[src/rtl/fp_div_seq_if.sv]
// Start/done handshake bundle between the ALU and the sequential FP divider.
interface fp_div_seq_if;
    logic        start;
    logic [31:0] fp_X;
    logic [31:0] fp_Y;
    logic [2:0]  r_mode;
    logic        busy;
    logic        done;
    logic [31:0] fp_Z;
    logic        ovrf;
    logic        udrf;
    logic        zer;
    logic        inf;
    logic        nan;

    modport master (
        output start, fp_X, fp_Y, r_mode,
        input  busy, done, fp_Z, ovrf, udrf, zer, inf, nan
    );

    modport slave (
        input  start, fp_X, fp_Y, r_mode,
        output busy, done, fp_Z, ovrf, udrf, zer, inf, nan
    );
endinterface

[src/rtl/fp_div_seq.sv]
// Sequential IEEE-754 single-precision divider, radix-2 restoring, one quotient bit per clock.
// Subnormals are flushed to zero on input and output.
//
// state | meaning
// IDLE  | waiting for start
// CALC  | 26 restoring iterations, cnt_q 0..25
// RND   | round, exponent range check, load result
// DONE  | done pulse; start accepted again here
module fp_div_seq #(
    parameter logic [7:0]  BIAS = 8'd127,
    parameter logic [31:0] QNAN = 32'h7FC00000
) (
    input  logic         clk,
    input  logic         rst_n,
    fp_div_seq_if.slave  bus
);

    typedef enum logic [1:0] {IDLE, CALC, RND, DONE} state_t;

    state_t             state_q, state_d;
    logic [4:0]         cnt_q, cnt_d;
    logic [24:0]        r_q, r_d;
    logic [24:0]        q_q, q_d;
    logic [23:0]        my_q, my_d;
    logic signed [9:0]  e_q, e_d;
    logic               sign_q, sign_d;
    logic [2:0]         rmode_q, rmode_d;
    logic [31:0]        z_q, z_d;
    logic               ovrf_q, ovrf_d;
    logic               udrf_q, udrf_d;
    logic               zer_q, zer_d;
    logic               inf_q, inf_d;
    logic               nan_q, nan_d;

    // operand classification on the live inputs (evaluated on the start edge)
    logic [7:0]  ex, ey;
    logic [22:0] fx, fy;
    logic        x_zero, x_inf, x_nan, y_zero, y_inf, y_nan;
    logic        spec_nan, spec_inf, spec_zer, special;
    logic        op_sign;

    assign ex      = bus.fp_X[30:23];
    assign ey      = bus.fp_Y[30:23];
    assign fx      = bus.fp_X[22:0];
    assign fy      = bus.fp_Y[22:0];
    assign op_sign = bus.fp_X[31] ^ bus.fp_Y[31];

    assign x_zero = (ex == 8'h00);
    assign y_zero = (ey == 8'h00);
    assign x_inf  = (ex == 8'hFF) && (fx == 23'd0);
    assign y_inf  = (ey == 8'hFF) && (fy == 23'd0);
    assign x_nan  = (ex == 8'hFF) && (fx != 23'd0);
    assign y_nan  = (ey == 8'hFF) && (fy != 23'd0);

    assign spec_nan = x_nan || y_nan || (x_zero && y_zero) || (x_inf && y_inf);
    assign spec_inf = !spec_nan && (x_inf || y_zero);
    assign spec_zer = !spec_nan && !spec_inf && (x_zero || y_inf);
    assign special  = spec_nan || spec_inf || spec_zer;

    // normal-path setup: pre-shift the dividend so the first quotient bit is always 1
    logic [23:0]       mx, my;
    logic              x_lt;
    logic [24:0]       mx_ext;
    logic signed [9:0] e_init;

    assign mx     = {1'b1, fx};
    assign my     = {1'b1, fy};
    assign x_lt   = (mx < my);
    assign mx_ext = x_lt ? {mx, 1'b0} : {1'b0, mx};
    assign e_init = $signed({2'b00, ex}) - $signed({2'b00, ey})
                  + $signed({2'b00, BIAS}) - (x_lt ? 10'sd1 : 10'sd0);

    logic        accept;
    logic        ge;
    logic [24:0] r_sub;

    assign accept = bus.start && ((state_q == IDLE) || (state_q == DONE));
    assign ge     = (r_q >= {1'b0, my_q});
    assign r_sub  = ge ? (r_q - {1'b0, my_q}) : r_q;

    // rounding; q_q drops the always-one leading bit, so q_q = f(23) G R
    logic              g_bit, r_bit, s_bit, lsb, inc;
    logic              carry;
    logic [22:0]       frac_r;
    logic signed [9:0] e_r;

    assign g_bit = q_q[1];
    assign r_bit = q_q[0];
    assign s_bit = |r_q;
    assign lsb   = q_q[2];

    always_comb begin
        inc = 1'b0;
        case (rmode_q)
            3'b001:  inc = 1'b0;
            3'b010:  inc = sign_q && (g_bit || r_bit || s_bit);
            3'b011:  inc = !sign_q && (g_bit || r_bit || s_bit);
            3'b100:  inc = g_bit;
            default: inc = g_bit && (r_bit || s_bit || lsb);
        endcase
    end

    assign {carry, frac_r} = {1'b0, q_q[24:2]} + {23'd0, inc};
    assign e_r             = e_q + (carry ? 10'sd1 : 10'sd0);

    // state register
    always_ff @(posedge clk or negedge rst_n) begin
        if (!rst_n) state_q <= IDLE;
        else        state_q <= state_d;
    end

    // next state
    always_comb begin
        state_d = state_q;
        case (state_q)
            IDLE, DONE: begin
                if (accept) state_d = special ? DONE : CALC;
                else        state_d = IDLE;
            end
            CALC:    if (cnt_q == 5'd25) state_d = RND;
            RND:     state_d = DONE;
            default: state_d = IDLE;
        endcase
    end

    // FSM outputs
    always_comb begin
        bus.busy = (state_q == CALC) || (state_q == RND);
        bus.done = (state_q == DONE);
    end

    assign bus.fp_Z = z_q;
    assign bus.ovrf = ovrf_q;
    assign bus.udrf = udrf_q;
    assign bus.zer  = zer_q;
    assign bus.inf  = inf_q;
    assign bus.nan  = nan_q;

    // datapath next-state
    always_comb begin
        cnt_d   = cnt_q;
        r_d     = r_q;
        q_d     = q_q;
        my_d    = my_q;
        e_d     = e_q;
        sign_d  = sign_q;
        rmode_d = rmode_q;
        z_d     = z_q;
        ovrf_d  = ovrf_q;
        udrf_d  = udrf_q;
        zer_d   = zer_q;
        inf_d   = inf_q;
        nan_d   = nan_q;
        case (state_q)
            IDLE, DONE: begin
                if (accept) begin
                    sign_d  = op_sign;
                    rmode_d = bus.r_mode;
                    if (special) begin
                        ovrf_d = 1'b0;
                        udrf_d = 1'b0;
                        nan_d  = spec_nan;
                        inf_d  = spec_inf;
                        zer_d  = spec_zer;
                        if (spec_nan)      z_d = QNAN;
                        else if (spec_inf) z_d = {op_sign, 8'hFF, 23'd0};
                        else               z_d = {op_sign, 31'd0};
                    end else begin
                        r_d   = mx_ext;
                        q_d   = 25'd0;
                        my_d  = my;
                        e_d   = e_init;
                        cnt_d = 5'd0;
                    end
                end
            end
            CALC: begin
                r_d   = r_sub << 1;
                q_d   = {q_q[23:0], ge};
                cnt_d = cnt_q + 5'd1;
            end
            RND: begin
                ovrf_d = 1'b0;
                udrf_d = 1'b0;
                zer_d  = 1'b0;
                inf_d  = 1'b0;
                nan_d  = 1'b0;
                if (e_r >= 10'sd255) begin
                    z_d    = {sign_q, 8'hFF, 23'd0};
                    ovrf_d = 1'b1;
                    inf_d  = 1'b1;
                end else if (e_r <= 10'sd0) begin
                    z_d    = {sign_q, 31'd0};
                    udrf_d = 1'b1;
                    zer_d  = 1'b1;
                end else begin
                    z_d = {sign_q, e_r[7:0], frac_r};
                end
            end
            default: ;
        endcase
    end

    always_ff @(posedge clk or negedge rst_n) begin
        if (!rst_n) begin
            cnt_q   <= 5'd0;
            r_q     <= 25'd0;
            q_q     <= 25'd0;
            my_q    <= 24'd0;
            e_q     <= 10'sd0;
            sign_q  <= 1'b0;
            rmode_q <= 3'd0;
            z_q     <= 32'd0;
            ovrf_q  <= 1'b0;
            udrf_q  <= 1'b0;
            zer_q   <= 1'b0;
            inf_q   <= 1'b0;
            nan_q   <= 1'b0;
        end else begin
            cnt_q   <= cnt_d;
            r_q     <= r_d;
            q_q     <= q_d;
            my_q    <= my_d;
            e_q     <= e_d;
            sign_q  <= sign_d;
            rmode_q <= rmode_d;
            z_q     <= z_d;
            ovrf_q  <= ovrf_d;
            udrf_q  <= udrf_d;
            zer_q   <= zer_d;
            inf_q   <= inf_d;
            nan_q   <= nan_d;
        end
    end

endmodule

[src/flat_wrapper.sv]
// flat-port wrapper written by rule: the top's interface ports become plain ports
module fp_div_seq_flat 
#(
    parameter logic [7:0]  BIAS = 8'd127,
    parameter logic [31:0] QNAN = 32'h7FC00000
)
  (clk, rst_n, bus_start, bus_fp_X, bus_fp_Y, bus_r_mode, bus_busy, bus_done, bus_fp_Z, bus_ovrf, bus_udrf, bus_zer, bus_inf, bus_nan);
  fp_div_seq_if bus_i ();
  input  logic clk;
  input  logic rst_n;
  input wire logic [$bits(bus_i.start)-1:0] bus_start;
  input wire logic [$bits(bus_i.fp_X)-1:0] bus_fp_X;
  input wire logic [$bits(bus_i.fp_Y)-1:0] bus_fp_Y;
  input wire logic [$bits(bus_i.r_mode)-1:0] bus_r_mode;
  output wire logic [$bits(bus_i.busy)-1:0] bus_busy;
  output wire logic [$bits(bus_i.done)-1:0] bus_done;
  output wire logic [$bits(bus_i.fp_Z)-1:0] bus_fp_Z;
  output wire logic [$bits(bus_i.ovrf)-1:0] bus_ovrf;
  output wire logic [$bits(bus_i.udrf)-1:0] bus_udrf;
  output wire logic [$bits(bus_i.zer)-1:0] bus_zer;
  output wire logic [$bits(bus_i.inf)-1:0] bus_inf;
  output wire logic [$bits(bus_i.nan)-1:0] bus_nan;
  assign bus_i.start = bus_start;
  assign bus_i.fp_X = bus_fp_X;
  assign bus_i.fp_Y = bus_fp_Y;
  assign bus_i.r_mode = bus_r_mode;
  assign bus_busy = bus_i.busy;
  assign bus_done = bus_i.done;
  assign bus_fp_Z = bus_i.fp_Z;
  assign bus_ovrf = bus_i.ovrf;
  assign bus_udrf = bus_i.udrf;
  assign bus_zer = bus_i.zer;
  assign bus_inf = bus_i.inf;
  assign bus_nan = bus_i.nan;
  fp_div_seq #(.BIAS(BIAS), .QNAN(QNAN)) u_core (.clk(clk), .rst_n(rst_n), .bus(bus_i));
endmodule
[config.mk]
export PLATFORM = sky130hd
export DESIGN_NAME = fp_div_seq_flat
export DESIGN_NICKNAME = d
export VERILOG_FILES = /design/src/rtl/fp_div_seq_if.sv /design/src/rtl/fp_div_seq.sv /design/src/flat_wrapper.sv
export SDC_FILE = /design/constraint.sdc
export NUM_CORES = 1
export LEC_CHECK = 0
export BUFFER_PORTS_ARGS = -buffer_cell sky130_fd_sc_hd__buf_2
export CORE_ASPECT_RATIO = 0.75
export CORE_MARGIN = 8
export CORE_UTILIZATION = 64
export CTS_BUF_LIST = sky130_fd_sc_hd__clkbuf_4 sky130_fd_sc_hd__clkbuf_8 sky130_fd_sc_hd__clkbuf_16
export DETAILED_ROUTE_END_ITERATION = 6
export GPL_TIMING_DRIVEN = 0
export PLACE_DENSITY = 0.86
export SYNTH_ARGS = -nofsm -noshare
export SYNTH_HDL_FRONTEND = slang
export SYNTH_SLANG_ARGS = --single-unit
[constraint.sdc]
create_clock -name clk -period 11.45 [get_ports clk]
set_clock_uncertainty 0.05 [all_clocks]
set_input_delay 2.29 -clock clk [delete_from_list [all_inputs] [get_ports clk]]
set_output_delay 2.29 -clock clk [all_outputs]
set_load 0.005 [all_outputs]
==> impl_results.md, run 1 <==
* Clock network fraction of total power at a little under a fifth
* Initial DRC Count at 930
* Pre-CTS setup slack at approximately 5100 ps
* Worst setup path category: primary input to register
* Initial Util at between 60% and 70%
* First-pass GRT wire length at approximately 44000 um
* Cells after Synth at between 1000 and 1500
* CP arrival at between 6000 and 7000 ps
* Layout cells sized above 1 at ~19%
* Critical path endpoint category: register
* Number of port buffers at between 100 and 150
* CTS buffer count at 17
* CP top delay family: compound AO/OA/AOI/OAI gates
* Sequential share of the synthesized area at a little over a third
* Post-layout nets at 1339
* Seq pwr share at between 20% and 30%
* Core ar. at 0.0144 mm2
* Routed vias at 8759
* Setup Fix Bufs, Post-CTS at 0
* Power density cells at 298 mW/mm2
* RSZ-0062 raised after global routing: false
* P_leak at between 5 and 6 nW
* CTS Root Cell: clkbuf_16
* Main synth FF type: dfrtp_1
* DP HPWL at 20000 um
* Number of global-route vias before repair at about 8400
* Final period utilization at about 52%
* # clock sinks at around 130
* Post-synthesis cell area at roughly 0.0093 mm2
* Crit path buffers/inverters at 4
* Logic pwr share at 58.3%
* Area of the multi-input gates at roughly 0.0055 mm2
* Max VDD drop at about 0.00016 V
* Internal at 1.69 mW
* Final min period at approximately 6000 ps
* Post-Syn Nets at ~1200
* Grt total ovfl at 0
* Switching portion of total power at approximately 47%
* Post-synth EDFFs at 0
* Final hold viol count at 0
* Post-synthesis average cell area at slightly below 9 um2
* Routability cong. at 0.956
* Yosys top cell by area: dfrtp_1
* CTS resizes at 0
* Die ar. at around 0.019 mm2
* Final setup TNS at 0 ps
* Ports at ~110
* Netlist cell types at 73
* Final Max Tran Viols at 0
* CTS tree: built
* Hold buffers post-CTS at 0
* Worst-skew pair later-pin latency at around 440 ps
* Slew headroom at 48.4%
* Hold WC Path Type: register to register
* Main area contributors after synthesis: dfrtp_1 (35%), ha_1 (9.5%), nand2_1 (6.6%)
* Drt total wl at around 27000 um
* Data required, critical path at ~12000 ps
* Startpoint types: primary input
* Die Width at 155 um
* DIE HEIGHT at 121 um
* Async SR Flop Fraction at 100%
* Area grow syn2layout at 15.5%
* Num rows at 38
* Status: finished clean
* DRC errors left at 0
* Post-synth top area share at 35.4%
* Pin slew with the least headroom to its limit at 774 ps
* DR pass1 iterations at 5
* Critical path peak fanout at 10
* Max incr delay on CP at roughly 520 ps
* Net Sw Power at around 1.5 mW
* Initial antenna violation count at 1
* Setup Viol. Count Final at 0
* Slowest-stage cell, CP: o21ai_2
* Yosys reg bits at 132
* Post-route antenna net violation count at 0
* Global Route Usage Sum at between 20% and 30%
* Fmax at around 170 MHz
* Fill count at 1078
* Htree depth at 4
* Crit-path cells: buf_2, inv_1, ha_1, a21oi_1, nand2_1, a211oi_1, o211ai_1, o21ai_2, buf_6, inv_1, ha_1, ha_1, fa_1, a21oi_1, o21bai_1, a21o_1, a21oi_1, nor2b_1, o41ai_1
* Number of synthesis warnings at 0
* Most frequent cells in the layout: nand2_1 (163), dfrtp_1 (132), buf_2 (116)
* Clock buffer depth at 2
* CTS clk-pin slew, worst paths at around 70 ps
* Largest net degree at the start of global routing at between 90 and 100
* Most common cell after layout, fill and taps aside: nand2_1
* Min setup slack post-route at 5450 ps
* Routed wire per std cell at 19.2 um
* Vias per cell at just over 6
* Number of max-cap violations at 0
* Final core utilization at approximately three quarters
* Storage cell area at ~0.0033 mm2
==> worst reg2reg max path, cell delays in order, from the launching register on <==
cell and delay, ps:
dfrtp_1 420, nor4_1 560, nand4_1 350, a2111oi_0 440
o21ai_0 150, o31a_1 120, ha_1 230, nand2_1 70
nor2_1 80, nand3_1 240, nor2_1 160, and3_1 210
ha_1 220, ha_1 270, and3b_1 210, o21bai_1 220
a2111oi_4 120, nand4_1 110, a21oi_1 80, a211oi_2 460
nand2_2 180, buf_6 200, o21ai_1 140
==> path summary, 6_finish.rpt <==
kind | endpoint | cells past startpoint | startpoint | slack [ps]
max | u_core.e_q[9] | 19 | bus_fp_Y[14] | 5450
min | u_core.my_q[23] | 2 | u_core.my_q[23] | 410
max reg2reg | u_core.bus.fp_Z[4] | 22 | u_core.r_q[7] | 6070
min reg2reg | u_core.my_q[23] | 2 | u_core.my_q[23] | 410
max in group asynchronous | u_core.q_q[8] | 2 | rst_n | 8860
min in group asynchronous | u_core.r_q[7] | 1 | rst_n | 1700
==> cells by family after synthesis <==
family / share of synthesized area [%]
adder cells (fa/ha/maj): 10.2
AND/OR/NAND/NOR: 19.0
flip-flops: 35.4
XOR/XNOR: 5.82
buffers and inverters: 5.68
multiplexers: 5.55
AO/OA/AOI/OAI: 18.4
==> power groups by stage <==
stage,combinational (mW),clock (mW),sequential (mW)
after floorplan,1.37,0,0.712
after global placement,1.74,0,0.744
after detailed placement,1.78,0,0.748
after CTS,1.83,0.591,0.743
after global routing,2.05,0.611,0.764
final,1.87,0.592,0.749
==> stage by stage <==
| stage | instance area [um2] | cells | total power [mW] | hold WS [ps] |
|---|---|---|---|---|
| 2_1_floorplan | 9330 | 1067 | 2.08 | 368 |
| 3_3_place_gp | 10100 | 1375 | 2.49 | 383 |
| 3_5_place_dp | 10100 | 1376 | 2.53 | 390 |
| 4_1_cts | 10800 | 1408 | 3.16 | 405 |
| 5_1_grt | 10800 | 1409 | 3.42 | 423 |
| 6_report | 10800 | 1409 | 3.22 | 405 |
==> state kept, by name, indices dropped and copies added, names as in the netlist, 2 cells and up <==
signal and cells:
u_core.e_q 10, u_core.q_q 25, u_core.cnt_q 5, u_core.state_q 2
u_core.my_q 24, u_core.r_q 25, u_core.bus.fp_Z 32, u_core.rmode_q 3
==> layout make-up <==
type / count / share of cell area, %
Clock buffer: 18 / 4.02
Inverter: 80 / 2.79
Multi-Input combinational cell: 814 / 51.0
Buffer: 41 / 2.13
Sequential cell: 132 / 30.7
Antenna cell: 1 / 0.0232
Timing Repair Buffer: 109 / 5.33
Tap cell: 200 / 2.32
Clock inverter: 14 / 1.75
==> layer usage <==
layer,GRT usage (%),vias to the layer above,routed length (um)
li1,-,4068,-
met1,41.4,4219,11900
met2,42.8,422,12000
met5,0,-,0
met4,8.83,0,446
met3,7.74,50,2660
==> cells in the mapped netlist (18+ instances only) <==
library cell / count
mux2i_1: 18
clkbuf_1: 20
ha_1: 71
a21oi_1: 66
nand3_1: 51
nand2_1: 163
inv_1: 79
xnor2_1: 33
o21ai_0: 64
a21o_1: 22
xor2_1: 29
and3_1: 22
o22ai_1: 22
nor2_1: 42
mux2_2: 30
o21ai_2: 22
dfrtp_1: 132
(Power assumes the default switching activity.)
==> inputs of run 2 (changes only) <==
- ABC_AREA: unset -> 1
- CORE_UTILIZATION: 64 -> 55
- PLACE_DENSITY: 0.86 -> 0.78
- clock period: 11.45 -> 4.93 ns (I/O delays scaled with it)
==> impl_results.md, run 2 <==
* Ports at around 110
* Initial antenna violation count at 1
* Initial DRC Count at about 1200
* DR pass1 iterations at 7
* Final min period at approximately 4600 ps
* Post-layout nets at ~2000
* DP HPWL at 26900 um
* Global Route Usage Sum at between 20 and 30%
* Sequential share of the synthesized area at roughly 30%
* Min setup slack post-route at between 300 and 400 ps
* Slew headroom at between 40% and 50%
* Final setup TNS at 0 ps
* Most frequent cells in the layout: nand2_1 (576), inv_1 (242), nand3_1 (225)
* First-pass GRT wire length at 55800 um
* Status: finished clean
* Worst hold margin at approximately 430 ps
* CTS Root Cell: clkbuf_16
* Number of synthesis warnings at 0
* Hold buffers post-CTS at 0
* Pwr Total at ~8.1 mW
* Max FFs per register at 32
* P_leak at roughly 7.1 nW
* Fmax at about 220 MHz
* Ant diodes at 0
* CTS resizes at 0
* # clock sinks at about 130
* Main synth FF type: dfrtp_1
* Routed vias at about 12000
* Cell Area, Placed at ~0.012 mm2
* Hold WC Path Type: primary input to async pin
* Num rows at 45
* Post-Syn Nets at 1861
* Yosys reg bits at 132
* Number of port buffers at ~110
* Yosys top cell by area: dfrtp_1
* CTS clk-pin slew, worst paths at roughly 60 ps
* CP top delay family: simple AND/OR/NAND/NOR gates
* Grt total ovfl at 0
* Worst-skew pair later-pin latency at 420 ps
* Final hold viol count at 0
* Htree depth at 4
* Initial Util at a little under three fifths
* CP Launch Point: u_core.r_q[1]
* Pre-CTS setup slack at between 500 and 600 ps
* Finished layout cell area at about 0.013 mm2
* Main area contributors after synthesis: dfrtp_1 (30%), nand2_1 (20%), nand3_1 (10%)
* Post-synth top area share at between 20% and 30%
* Max VDD drop at ~0.00026 V
* Post-synth EDFFs at 0
* Post-synthesis cell area at around 0.011 mm2
* Post-route antenna net violation count at 0
* Number of max-cap violations at 0
* DIE HEIGHT at about 140 um
* Largest net degree at the start of global routing at 90
* Crit path buffers/inverters at 2
* Post-Layout Cell Count at roughly 2100
* Slowest-stage cell, CP: nor4_1
* Routed wire per std cell at 16.0 um
* CTS buffer count at 17
* CP arrival at between 4000 and 5000 ps
* CTS tree: built
* Reg2reg path depth at 26
* Worst setup path category: register to register
* Max incr delay on CP at 450 ps
* Netlist cell types at 45
* Placed cells at between 2000 and 2500
* Vias per cell at approximately 5.6
* Core ar. at about 0.020 mm2
* Most common cell after layout, fill and taps aside: nand2_1
* Stages on the worst setup path at 26
* Reg-to-reg startpoint: u_core.r_q[1]
* Critical path endpoint category: register
* Critical path peak fanout at 10
* Pin slew with the least headroom to its limit at around 830 ps
* Cell with the most instances after synthesis: nand2_1
* Drt total wl at ~34000 um
* Area grow syn2layout at 13.6%
* Setup Fix Bufs, Post-CTS at 0
* Final Max Tran Viols at 0
* Setup Viol. Count Final at 0
* Final core utilization at roughly 63%
* Post-synthesis average cell area at about 6.4 um2
* Number of global-route vias before repair at ~11000
* Async SR Flop Fraction at between 90% and 100%
* Layout cells sized above 1 at ~11%
* Cells after Synth at 1717
* Synth cell count leaders: nand2_1 (576), inv_1 (242), nand3_1 (225)
* Critical path's most frequent cell: nand3_1
* RSZ-0062 raised after global routing: false
* Final period utilization at 92.7%
* Routability cong. at roughly 1
* Die ar. at approximately 0.025 mm2
* Clock buffer depth at 2
* DRC errors left at 0
* Power density cells at between 600 and 700 mW/mm2
* Data required, critical path at roughly 5200 ps
* Die Width at about 180 um
* Startpoint types: register
-- run 2: report_power, final --
group	switching [mW]	leakage [nW]	internal, mW	total [mW]
Clock	0.507	0.285	0.791	1.30
Sequential	0.311	1.72	1.40	1.72
Combinational	3.43	5.11	1.62	5.05
Total	4.25	7.12	3.82	8.07
-- run 2: cells by family after synthesis --
| logic type | count (synthesis) | synth area share (%) |
|---|---|---|
| adder cells (fa/ha/maj) | 74 | 8.58 |
| buffers and inverters | 309 | 11.3 |
| XOR/XNOR | 34 | 2.69 |
| AO/OA/AOI/OAI | 123 | 6.02 |
| flip-flops | 132 | 29.9 |
| AND/OR/NAND/NOR | 1045 | 41.5 |
-- run 2: final cells by class --
type                    instances  area [um2]
repair buffers                109         574
flip-flops and latches        132        3300
multi-input cells            1276        6500
well taps                     258         323
clock inverters                11         126
clock buffers                  21         474
fillers                      1804        7440
plain buffers                  63         324
inverters                     246         923
-- run 2: worst paths after layout --
path,to,slack (ps)
max,u_core.bus.fp_Z[10],360
min,u_core.my_q[4],430
max reg2reg,u_core.bus.fp_Z[10],360
min reg2reg,u_core.bus.fp_Z[7],430
max in group asynchronous,u_core.bus.fp_Z[14],3580
min in group clk,u_core.bus.fp_Z[7],430
-- run 2: metal layers --
metal / global-route usage [%] / wire (um) / part of all wire, % / vias to the layer above
met4: 6.08 / 453 / 1.3 / 2
met1: 39.4 / 15900 / 47 / 5469
met2: 38.0 / 13600 / 40 / 532
met5: 0 / 13 / 0.038 / -
li1: - / - / - / 5753
met3: 8.72 / 3910 / 12 / 49
